===== src/rtl/fpga_input_reader_pkg.sv =====
// Shared definitions for the board I/O blocks: reader FSM states and BCD digit helpers.
// The HEX display driver reuses BCD_MAX and the digit checks.
package fpga_input_reader_pkg;

   typedef enum logic [2:0] {
      ST_IDLE       = 3'd0,
      ST_ARM        = 3'd1,
      ST_WAIT_REL   = 3'd2,
      ST_WAIT_PRESS = 3'd3,
      ST_RESP       = 3'd4
   } state_t;

   localparam logic [3:0] BCD_MAX = 4'd9;

   // tens*10 is built from shifts so no multiplier is inferred
   function automatic logic [6:0] bcd_to_bin(input logic [3:0] tens, input logic [3:0] units);
      logic [6:0] t;
      t = {3'b000, tens};
      return (t << 3) + (t << 1) + {3'b000, units};
   endfunction

   function automatic logic bcd_invalid(input logic [3:0] tens, input logic [3:0] units);
      return (tens > BCD_MAX) || (units > BCD_MAX);
   endfunction

endpackage


===== src/rtl/fpga_input_reader_key_debouncer.sv =====
// Confirm-key conditioning: 2-flop synchroniser, stability counter, debounced level
// (1 = pressed) and a 1-cycle press pulse on the released->pressed edge.
module key_debouncer #(
   parameter int DEBOUNCE_CYCLES = 500000
) (
   input  logic clk,
   input  logic rst,
   input  logic key_n,
   output logic level,
   output logic press
);

   localparam int CW = $clog2(DEBOUNCE_CYCLES + 1);
   localparam logic [CW-1:0] CNT_LAST = CW'(DEBOUNCE_CYCLES - 1);

   logic          r_s1;
   logic          r_s2;
   logic          r_level;
   logic          r_press;
   logic [CW-1:0] r_cnt;
   logic          w_sync_pressed;

   assign w_sync_pressed = ~r_s2;

   always_ff @(posedge clk or posedge rst) begin
      if (rst) begin
         r_s1    <= 1'b1;
         r_s2    <= 1'b1;
         r_level <= 1'b0;
         r_press <= 1'b0;
         r_cnt   <= '0;
      end else begin
         r_s1    <= key_n;
         r_s2    <= r_s1;
         r_press <= 1'b0;
         // the level flips on the Nth consecutive cycle of disagreement; any bounce restarts
         if (w_sync_pressed != r_level) begin
            if (r_cnt == CNT_LAST) begin
               r_level <= w_sync_pressed;
               r_press <= w_sync_pressed;
               r_cnt   <= '0;
            end else begin
               r_cnt <= r_cnt + CW'(1);
            end
         end else begin
            r_cnt <= '0;
         end
      end
   end

   assign level = r_level;
   assign press = r_press;

endmodule


===== src/rtl/fpga_input_reader.sv =====
// IN-instruction input reader: stalls the core until the user confirms the switch value,
// then returns it (BCD-decoded or raw) as a DATA_W word held while in_valid is high.
module fpga_input_reader
   import fpga_input_reader_pkg::*;
#(
   parameter int DATA_W          = 32,
   parameter int SW_W            = 8,
   parameter int DEBOUNCE_CYCLES = 500000,
   parameter int BCD_MODE        = 1
) (
   input  logic              clk,
   input  logic              rst,
   input  logic              in_req,
   input  logic [SW_W-1:0]   sw,
   input  logic              key_n,
   output logic [DATA_W-1:0] in_data,
   output logic              in_valid,
   output logic              stall,
   output logic              waiting,
   output logic              bad_digit
);

   logic [SW_W-1:0]   r_sw_s1;
   logic [SW_W-1:0]   r_sw_s2;
   state_t            r_state;
   state_t            w_next;
   logic [DATA_W-1:0] r_data;
   logic              r_bad;
   logic              w_key_level;
   logic              w_press;
   logic              w_capture;
   logic              w_reject;
   logic              w_digit_bad;
   logic [DATA_W-1:0] w_value;

   key_debouncer #(
      .DEBOUNCE_CYCLES(DEBOUNCE_CYCLES)
   ) u_key (
      .clk  (clk),
      .rst  (rst),
      .key_n(key_n),
      .level(w_key_level),
      .press(w_press)
   );

   assign w_digit_bad = (BCD_MODE != 0) && bcd_invalid(r_sw_s2[7:4], r_sw_s2[3:0]);
   assign w_value     = (BCD_MODE != 0) ? DATA_W'(bcd_to_bin(r_sw_s2[7:4], r_sw_s2[3:0]))
                                        : DATA_W'(r_sw_s2);

   always_ff @(posedge clk or posedge rst) begin
      if (rst) begin
         r_sw_s1 <= '0;
         r_sw_s2 <= '0;
         r_state <= ST_IDLE;
         r_data  <= '0;
         r_bad   <= 1'b0;
      end else begin
         r_sw_s1 <= sw;
         r_sw_s2 <= r_sw_s1;
         r_state <= w_next;
         r_bad   <= w_reject;
         if (w_capture) begin
            r_data <= w_value;
         end
      end
   end

   always_comb begin
      w_next    = r_state;
      w_capture = 1'b0;
      w_reject  = 1'b0;
      unique case (r_state)
         ST_IDLE: begin
            if (in_req) w_next = ST_ARM;
         end
         ST_ARM: begin
            // a key still held from an earlier IN must be released before it can confirm
            if (!in_req)          w_next = ST_IDLE;
            else if (w_key_level) w_next = ST_WAIT_REL;
            else                  w_next = ST_WAIT_PRESS;
         end
         ST_WAIT_REL: begin
            if (!in_req)           w_next = ST_IDLE;
            else if (!w_key_level) w_next = ST_WAIT_PRESS;
         end
         ST_WAIT_PRESS: begin
            if (!in_req) begin
               w_next = ST_IDLE;
            end else if (w_press) begin
               if (w_digit_bad) begin
                  w_reject = 1'b1;
               end else begin
                  w_capture = 1'b1;
                  w_next    = ST_RESP;
               end
            end
         end
         ST_RESP: begin
            if (!in_req) w_next = ST_IDLE;
         end
         default: w_next = ST_IDLE;
      endcase
   end

   assign in_data   = r_data;
   assign in_valid  = (r_state == ST_RESP);
   assign stall     = in_req & ~in_valid;
   assign waiting   = (r_state == ST_ARM) || (r_state == ST_WAIT_REL) || (r_state == ST_WAIT_PRESS);
   assign bad_digit = r_bad;

endmodule

===== config.mk =====
export PLATFORM = sky130hd
export DESIGN_NAME = fpga_input_reader
export DESIGN_NICKNAME = d
export VERILOG_FILES = /design/src/rtl/fpga_input_reader_pkg.sv /design/src/rtl/fpga_input_reader_key_debouncer.sv /design/src/rtl/fpga_input_reader.sv
export SDC_FILE = /design/constraint.sdc
export NUM_CORES = 1
export LEC_CHECK = 0
export ABC_AREA = 1
export BUFFER_PORTS_ARGS = -buffer_cell sky130_fd_sc_hd__buf_2
export CAP_MARGIN = 10
export CORE_UTILIZATION = 27
export CTS_CLUSTER_SIZE = 30
export DETAILED_ROUTE_END_ITERATION = 8
export GPL_TIMING_DRIVEN = 1
export HOLD_SLACK_MARGIN = 0.05
export PLACE_DENSITY = 0.52
export SLEW_MARGIN = 15
export SYNTH_ARGS = -nofsm -noshare
export SYNTH_HDL_FRONTEND = slang
export SYNTH_SLANG_ARGS = --single-unit

===== constraint.sdc =====
create_clock -name clk -period 3.85 [get_ports clk]
set_input_delay 0.77 -clock clk [delete_from_list [all_inputs] [get_ports clk]]
set_output_delay 0.77 -clock clk [all_outputs]
set_load 0.05 [all_outputs]

==> impl_metrics.json, run 1 <==
{
  "core.rowCount": 35,
  "cp.required_ps": 3080,
  "synth_flop_cell": "dfrtp_1",
  "viasPerCell": 3.92,
  "worst_slew_pin_slew_ps": 851,
  "yosysUniqueCellTypes": 29,
  "fill_cells": 973,
  "path_common_cell": "inv_1",
  "async_reset_ff_share_pct": 100,
  "antenna_found_initial": 0,
  "core_um2": 9330,
  "grtUsageTotal_pct": 9.89,
  "finalCoreUtilization_pct": 31.2,
  "synth_top_family_by_area": "simple AND/OR/NAND/NOR gates",
  "portBuffers": 22,
  "cap_viol_max_count": 0,
  "report.final.setup_viol": 0,
  "grt_setup_unrepaired": "false",
  "wl_um": 4520,
  "ys.warnings.count": 0,
  "synthCells": 305,
  "worst_slack_ps": 1630,
  "criticalPathCategory": "flop to primary output",
  "hold_viol": 0,
  "dr.pass1.iters": 4,
  "htreeDepth": 2,
  "grt_pass1_vias": 1827,
  "min_from": "r_sw_s1[4]$_DFF_PP0_",
  "cp.arrival_ps": 1450,
  "drive_gt1_share_pct": 14.1,
  "critPathLaunch": "r_state[1]$_DFFE_PP0P_",
  "final_common_cell": "nand2_1",
  "synth_mux_area_share_pct": 0,
  "globalplace.congestion": 0.836,
  "fmax_mhz": 450,
  "drv_slew": 0,
  "final_nets": 354,
  "clk_pin_slew_ps": 90,
  "synthSimpleGateAreaFrac_pct": 25.6,
  "min_path_type": "flop to flop",
  "grt_overflow": 0,
  "ioPinCount": 48,
  "via_count": 1809,
  "cts_resized": 0,
  "vdd_drop_max_uv": 131,
  "multi_input_area_um2": 1110,
  "period_share_pct": 57.7,
  "p_per_area_nw_per_um2": 393,
  "synth_xor_xnor_area_share_pct": 5.05,
  "tns_ps": 0,
  "detail-route-antenna-nets": 0,
  "synth-seq-cells": 50,
  "netlist_area_um2": 2630,
  "clk_latency_ps": 300,
  "synth-compound-area-share_pct": 2.81,
  "leakage_nw": 1.44,
  "dp_slack_ps": 1730,
  "final_cell_mix": "75 x nand2_1, 48 x dfrtp_1, 41 x nor2_1",
  "grt_max_degree": 51,
  "critPathMaxStageDelay_ps": 420,
  "syn_to_final_growth_pct": 10.7,
  "die_area_um2": 10100,
  "drtIter0Drc": 60,
  "wl_per_cell_um": 9.77,
  "min_period_ps": 2220,
  "ys_top_cells_by_area": "dfrtp_1 46%, nand2_1 11%, buf_4 7.1%",
  "critPathMaxFanout": 4,
  "skew_ps": 9.89,
  "cp_slowest_cell": "dfrtp_1",
  "syn_avg_cell_area_um2": 8.61,
  "cts_hold_buf": 0,
  "cts.path.max_buffers": 2,
  "slew_headroom_pct": 43.2,
  "grt_pass1_wl_um": 7900,
  "seq_area_um2": 1250,
  "status": "complete, no violations",
  "dieHeight_um": 101,
  "yosysTopAreaCellShare_pct": 45.7,
  "yosysTopAreaCell": "dfrtp_1",
  "synthAdderAreaFrac_pct": 5.34,
  "diodes": 0,
  "drcViolationCount": 0,
  "cts_tree": "built",
  "dp_hpwl_um": 3440,
  "cts_buffers": 5,
  "cts_root_buffer": "clkbuf_8",
  "clock-sinks": 50,
  "initial_utilization_pct": 28.2,
  "die_w_um": 101,
  "endpoint_kind": "primary output",
  "crit_chain": "nor2_1 > inv_1 > o21ai_0 > inv_1 > buf_2",
  "r2r_start": "r_sw_s2[6]$_DFF_PP0_",
  "synth_enable_flop_cells": 0,
  "seq_area_frac_synth_pct": 47.7,
  "postCtsSetupRepairBufs": 0,
  "setup.worst_path.start_class": "flop"
}
## per-stage QoR
stage	total power [mW]	hold slack (ps)	cell area (um2)	cells
after floorplan	0.760	331	2720	329
after global placement	0.774	333	2790	454
after detailed placement	0.778	337	2790	454
after CTS	1.17	341	2910	462
after global routing	1.20	357	2910	462
final	1.14	342	2910	462
## per-layer routing
metal	routed length [um]	part of all wire (%)	vias to the layer above	GRT usage, %
li1	-	-	935	-
met1	2210	49	823	12.2
met2	2050	45	47	16.8
met3	204	4.5	4	2.64
met4	51	1.1	0	3.23
met5	0	0	-	0
## Yosys cell counts, types with 2 or more instances
master	instances
nor2_2	4
nor2_4	4
o21ai_0	5
fa_1	2
dfrtp_1	48
nand4_1	4
a21oi_1	2
dfstp_2	2
o21ai_2	3
nor3_1	6
inv_1	37
nor2_1	41
buf_4	25
ha_1	8
nand3_1	16
nand2_1	75
xor2_1	11
## critical path: cells and delay by family, from the launching register on
| family | cells | cell delay [ps] |
|---|---|---|
| flip-flops | 1 | 420 |
| buffers and inverters | 3 | 340 |
| AO/OA/AOI/OAI | 1 | 200 |
| AND/OR/NAND/NOR | 1 | 200 |
## cell families after synthesis
kind of cell,after synthesis
flops,50
buf+inv,65
compound gates,12
xor+xnor,13
other cells,1
fa+ha+maj,10
simple gates,154
## registers in the layout, summed over array words and instances (netlist names)
signal and count:
bad_digit 1, in_data 7, r_state 3, r_sw_s1 8, r_sw_s2 8, u_key.level 1
u_key.press 1, u_key.r_cnt 19, u_key.r_s1 1, u_key.r_s2 1
## path summary, 6_finish.rpt
check	endpoint	slack, ps	cells after the start
worst max-delay path	stall	1630	5
worst min-delay path	r_sw_s2[4]$_DFF_PP0_	340	0
worst max register to register	in_data[6]$_DFFE_PP0P_	1890	11
worst min register to register	r_sw_s2[4]$_DFF_PP0_	340	0
max in group asynchronous	r_sw_s1[7]$_DFF_PP0_	2730	2
min in group asynchronous	u_key.r_cnt[10]$_DFF_PP0_	610	2
## where the power goes
group          total, mW  leakage, nW  switching, mW  internal [mW]
registers          0.562        0.650         0.0158          0.546
logic              0.203        0.735          0.155         0.0478
clock network      0.378       0.0585          0.166          0.212
## area by class of cell
cell class / instances / share of cell area [%]
sequential: 50 / 43.1
tap: 129 / 5.55
timing repair buffer: 22 / 3.79
clock inverter: 1 / 1.03
clock buffer: 7 / 2.97
multi-input combinational: 214 / 38.3
inverter: 39 / 5.25
(Power assumes the default switching activity.)
==> inputs of run 2 (changes only) <==
ABC_AREA = 0   (was 1)
clock period = 2.25 ns   (was 3.85 ns; I/O delays follow)
==> run 2 against run 1 <==
Against the previous run:
- non-clock buffer count is 4 higher
- utilization is 0.37 points higher
- die area is 9.2% lower
- critical endpoint is now in_data[6]$_DFFE_PP0P_
- global-route usage is 0.082 points lower
- cell count is 23% lower
- area after synthesis is 9.3% lower
- count of clock-buffer cells in the layout is 2 lower
- largest cell class unchanged
- first-iteration DRC count is 28% lower
- worst hold slack worse by 180 ps
- via count is 17% lower
==> impl_metrics.json, run 2 <==
{
  "final_nets": 271,
  "top_regs": "u_key.r_cnt (19), r_sw_s1 (8), r_sw_s2 (8)",
  "path_common_cell": "fa_1",
  "rrSetupSlack_ps": 210,
  "die_w_um": 95.9,
  "cts_buffers": 5,
  "async_reset_ff_share_pct": 100,
  "drcViolationCount": 0,
  "slew_headroom_pct": 64.7,
  "clk_pin_slew_ps": 100,
  "grtUsageTotal_pct": 9.80,
  "ff2ff_path_depth": 7,
  "ys.warnings.count": 0,
  "grt_pass1_wl_um": 6840,
  "final_common_cell": "dfrtp_1",
  "finalCoreUtilization_pct": 31.5,
  "cap_viol_max_count": 0,
  "drive_gt1_share_pct": 19.2,
  "min_path_type": "input pin to async pin",
  "drtIter0Drc": 43,
  "final_cell_mix": "48 x dfrtp_1, 25 x conb_1, 22 x nor2_1, 22 x buf_2",
  "post-place-cells": 347,
  "drv_slew": 0,
  "crit_chain": "inv_1 > fa_1 > fa_1 > nand2b_1 > a21oi_1 > xnor2_1 > o21ai_0",
  "cts_resized": 0,
  "status": "complete, no violations",
  "die_area_um2": 9200,
  "syn_to_final_growth_pct": 11.0,
  "critPathMaxStageDelay_ps": 460,
  "yosys-top-cells-count": "48 x dfrtp_1, 26 x buf_4, 22 x nor2_1",
  "seq_area_frac_synth_pct": 52.7,
  "yosysMostFrequentCell": "dfrtp_1",
  "grt_overflow": 0,
  "fill_cells": 858,
  "period_share_pct": 90.6,
  "hold_ws_ps": 166,
  "cts.path.max_buffers": 2,
  "cp.arrival_ps": 2230,
  "yosysTopAreaCellShare_pct": 50.4,
  "dieHeight_um": 95.9,
  "netlist_area_um2": 2380,
  "synth_flop_cell": "dfrtp_1",
  "finalInstanceArea_um2": 2640,
  "htreeDepth": 2,
  "yosysUniqueCellTypes": 41,
  "worst_slew_pin_slew_ps": 529,
  "dp_slack_ps": 211,
  "skew_ps": 4.48,
  "cts_tree": "built",
  "critPathMaxFanout": 2,
  "cts_hold_buf": 0,
  "antenna_found_initial": 0,
  "dp_hpwl_um": 2770,
  "largest_register_ffs": 19,
  "place_area_um2": 2540,
  "fin_cells": 355,
  "wl_per_cell_um": 10.6,
  "cts_root_buffer": "clkbuf_8",
  "grt_max_degree": 27,
  "gr-usage-met1_pct": 12.5,
  "postCtsSetupRepairBufs": 0,
  "fmax_mhz": 491,
  "initial_utilization_pct": 28.4,
  "hold_viol": 0,
  "diodes": 0,
  "wl_um": 3770,
  "ioPinCount": 48,
  "ys_top_cells_by_area": "dfrtp_1 50%, buf_4 8.2%, xnor2_1 4.8%",
  "syn_avg_cell_area_um2": 10.8,
  "yosysTopAreaCell": "dfrtp_1",
  "dr.pass1.iters": 4,
  "grt_setup_unrepaired": "false",
  "total_power_mw": 1.70,
  "critPathLaunch": "r_sw_s2[4]$_DFF_PP0_",
  "synth-seq-cells": 50,
  "cp.required_ps": 2440,
  "tns_ps": 0,
  "synthCells": 220,
  "setup.worst_path.start_class": "flop",
  "leakage_nw": 1.22,
  "regMostFlops": "u_key.r_cnt",
  "multi_input_area_um2": 962,
  "synth_enable_flop_cells": 0,
  "groute.layer.met3.usage_pct": 3.32,
  "report.final.setup_viol": 0,
  "clk_latency_ps": 310,
  "vdd_drop_max_uv": 247,
  "core.rowCount": 33,
  "grt_pass1_vias": 1505,
  "globalplace.congestion": 0.735,
  "p_per_area_nw_per_um2": 645,
  "endpoint_kind": "flop",
  "worst_slack_ps": 211,
  "met2_usage_pct": 15.4,
  "detail-route-antenna-nets": 0,
  "busiest_layer": "met2",
  "seq_area_um2": 1250,
  "r2r_start": "r_sw_s2[4]$_DFF_PP0_",
  "clock-sinks": 50,
  "viasPerCell": 4.23,
  "portBuffers": 22,
  "core_um2": 8380,
  "via_count": 1501,
  "r2r_end": "in_data[6]$_DFFE_PP0P_",
  "criticalPathCategory": "flop to flop",
  "min_period_ps": 2040,
  "cp_slowest_cell": "fa_1"
}
-- run 2: where the power goes --
part           switching [mW]  internal [mW]  total (mW)
clock network           0.325          0.233       0.558
logic                   0.162         0.0476       0.210
registers              0.0149          0.922       0.937
-- run 2: layer usage --
layer  vias up  routed length, um
met5         -                  0
met4         0                 26
met3         2                153
met2        42               1750
met1       712               1840
li1        745                  -
-- run 2: worst max-delay path, delay by kind of cell, from the launching register on --
family	cells	cell delay, ps
adder cells (fa/ha/maj)	2	920
flip-flops	1	400
AO/OA/AOI/OAI	2	250
AND/OR/NAND/NOR	1	160
XOR/XNOR	1	130
buffers and inverters	1	80
-- run 2: how the worst max path moves through the flow --
stage / end / cells past startpoint
CTS: in_data[6]$_DFFE_PP0P_ / 7
global route: in_data[6]$_DFFE_PP0P_ / 7
global placement: in_data[5]$_DFFE_PP0P_ / 8
floorplan: in_data[6]$_DFFE_PP0P_ / 7
finish: in_data[6]$_DFFE_PP0P_ / 7
detailed placement: in_data[6]$_DFFE_PP0P_ / 7
-- run 2: logic make-up (layout without fill, tap and decap cells) --
| kind of cell | after synthesis | after routing | synth area share (%) |
|---|---|---|---|
| AOI/OAI and AO/OA | 21 | 21 | 5.41 |
| xor gates and xnor gates | 18 | 18 | 6.62 |
| adders and majority gates | 10 | 10 | 5.89 |
| buffers and inverters | 40 | 46 | 10.7 |
| DFF | 50 | 50 | 52.7 |
| muxes | 3 | 3 | 1.42 |
| other | 1 | 25 | 0.157 |
| and+or+nand+nor | 77 | 77 | 17.1 |
-- run 2: layout make-up --
class | instances | share of cell area, %
sequential | 50 | 47.4
multi-input combinational | 154 | 36.4
timing repair buffer | 26 | 5.78
clock inverter | 3 | 1.09
inverter | 12 | 1.70
tap | 105 | 4.97
clock buffer | 5 | 2.60
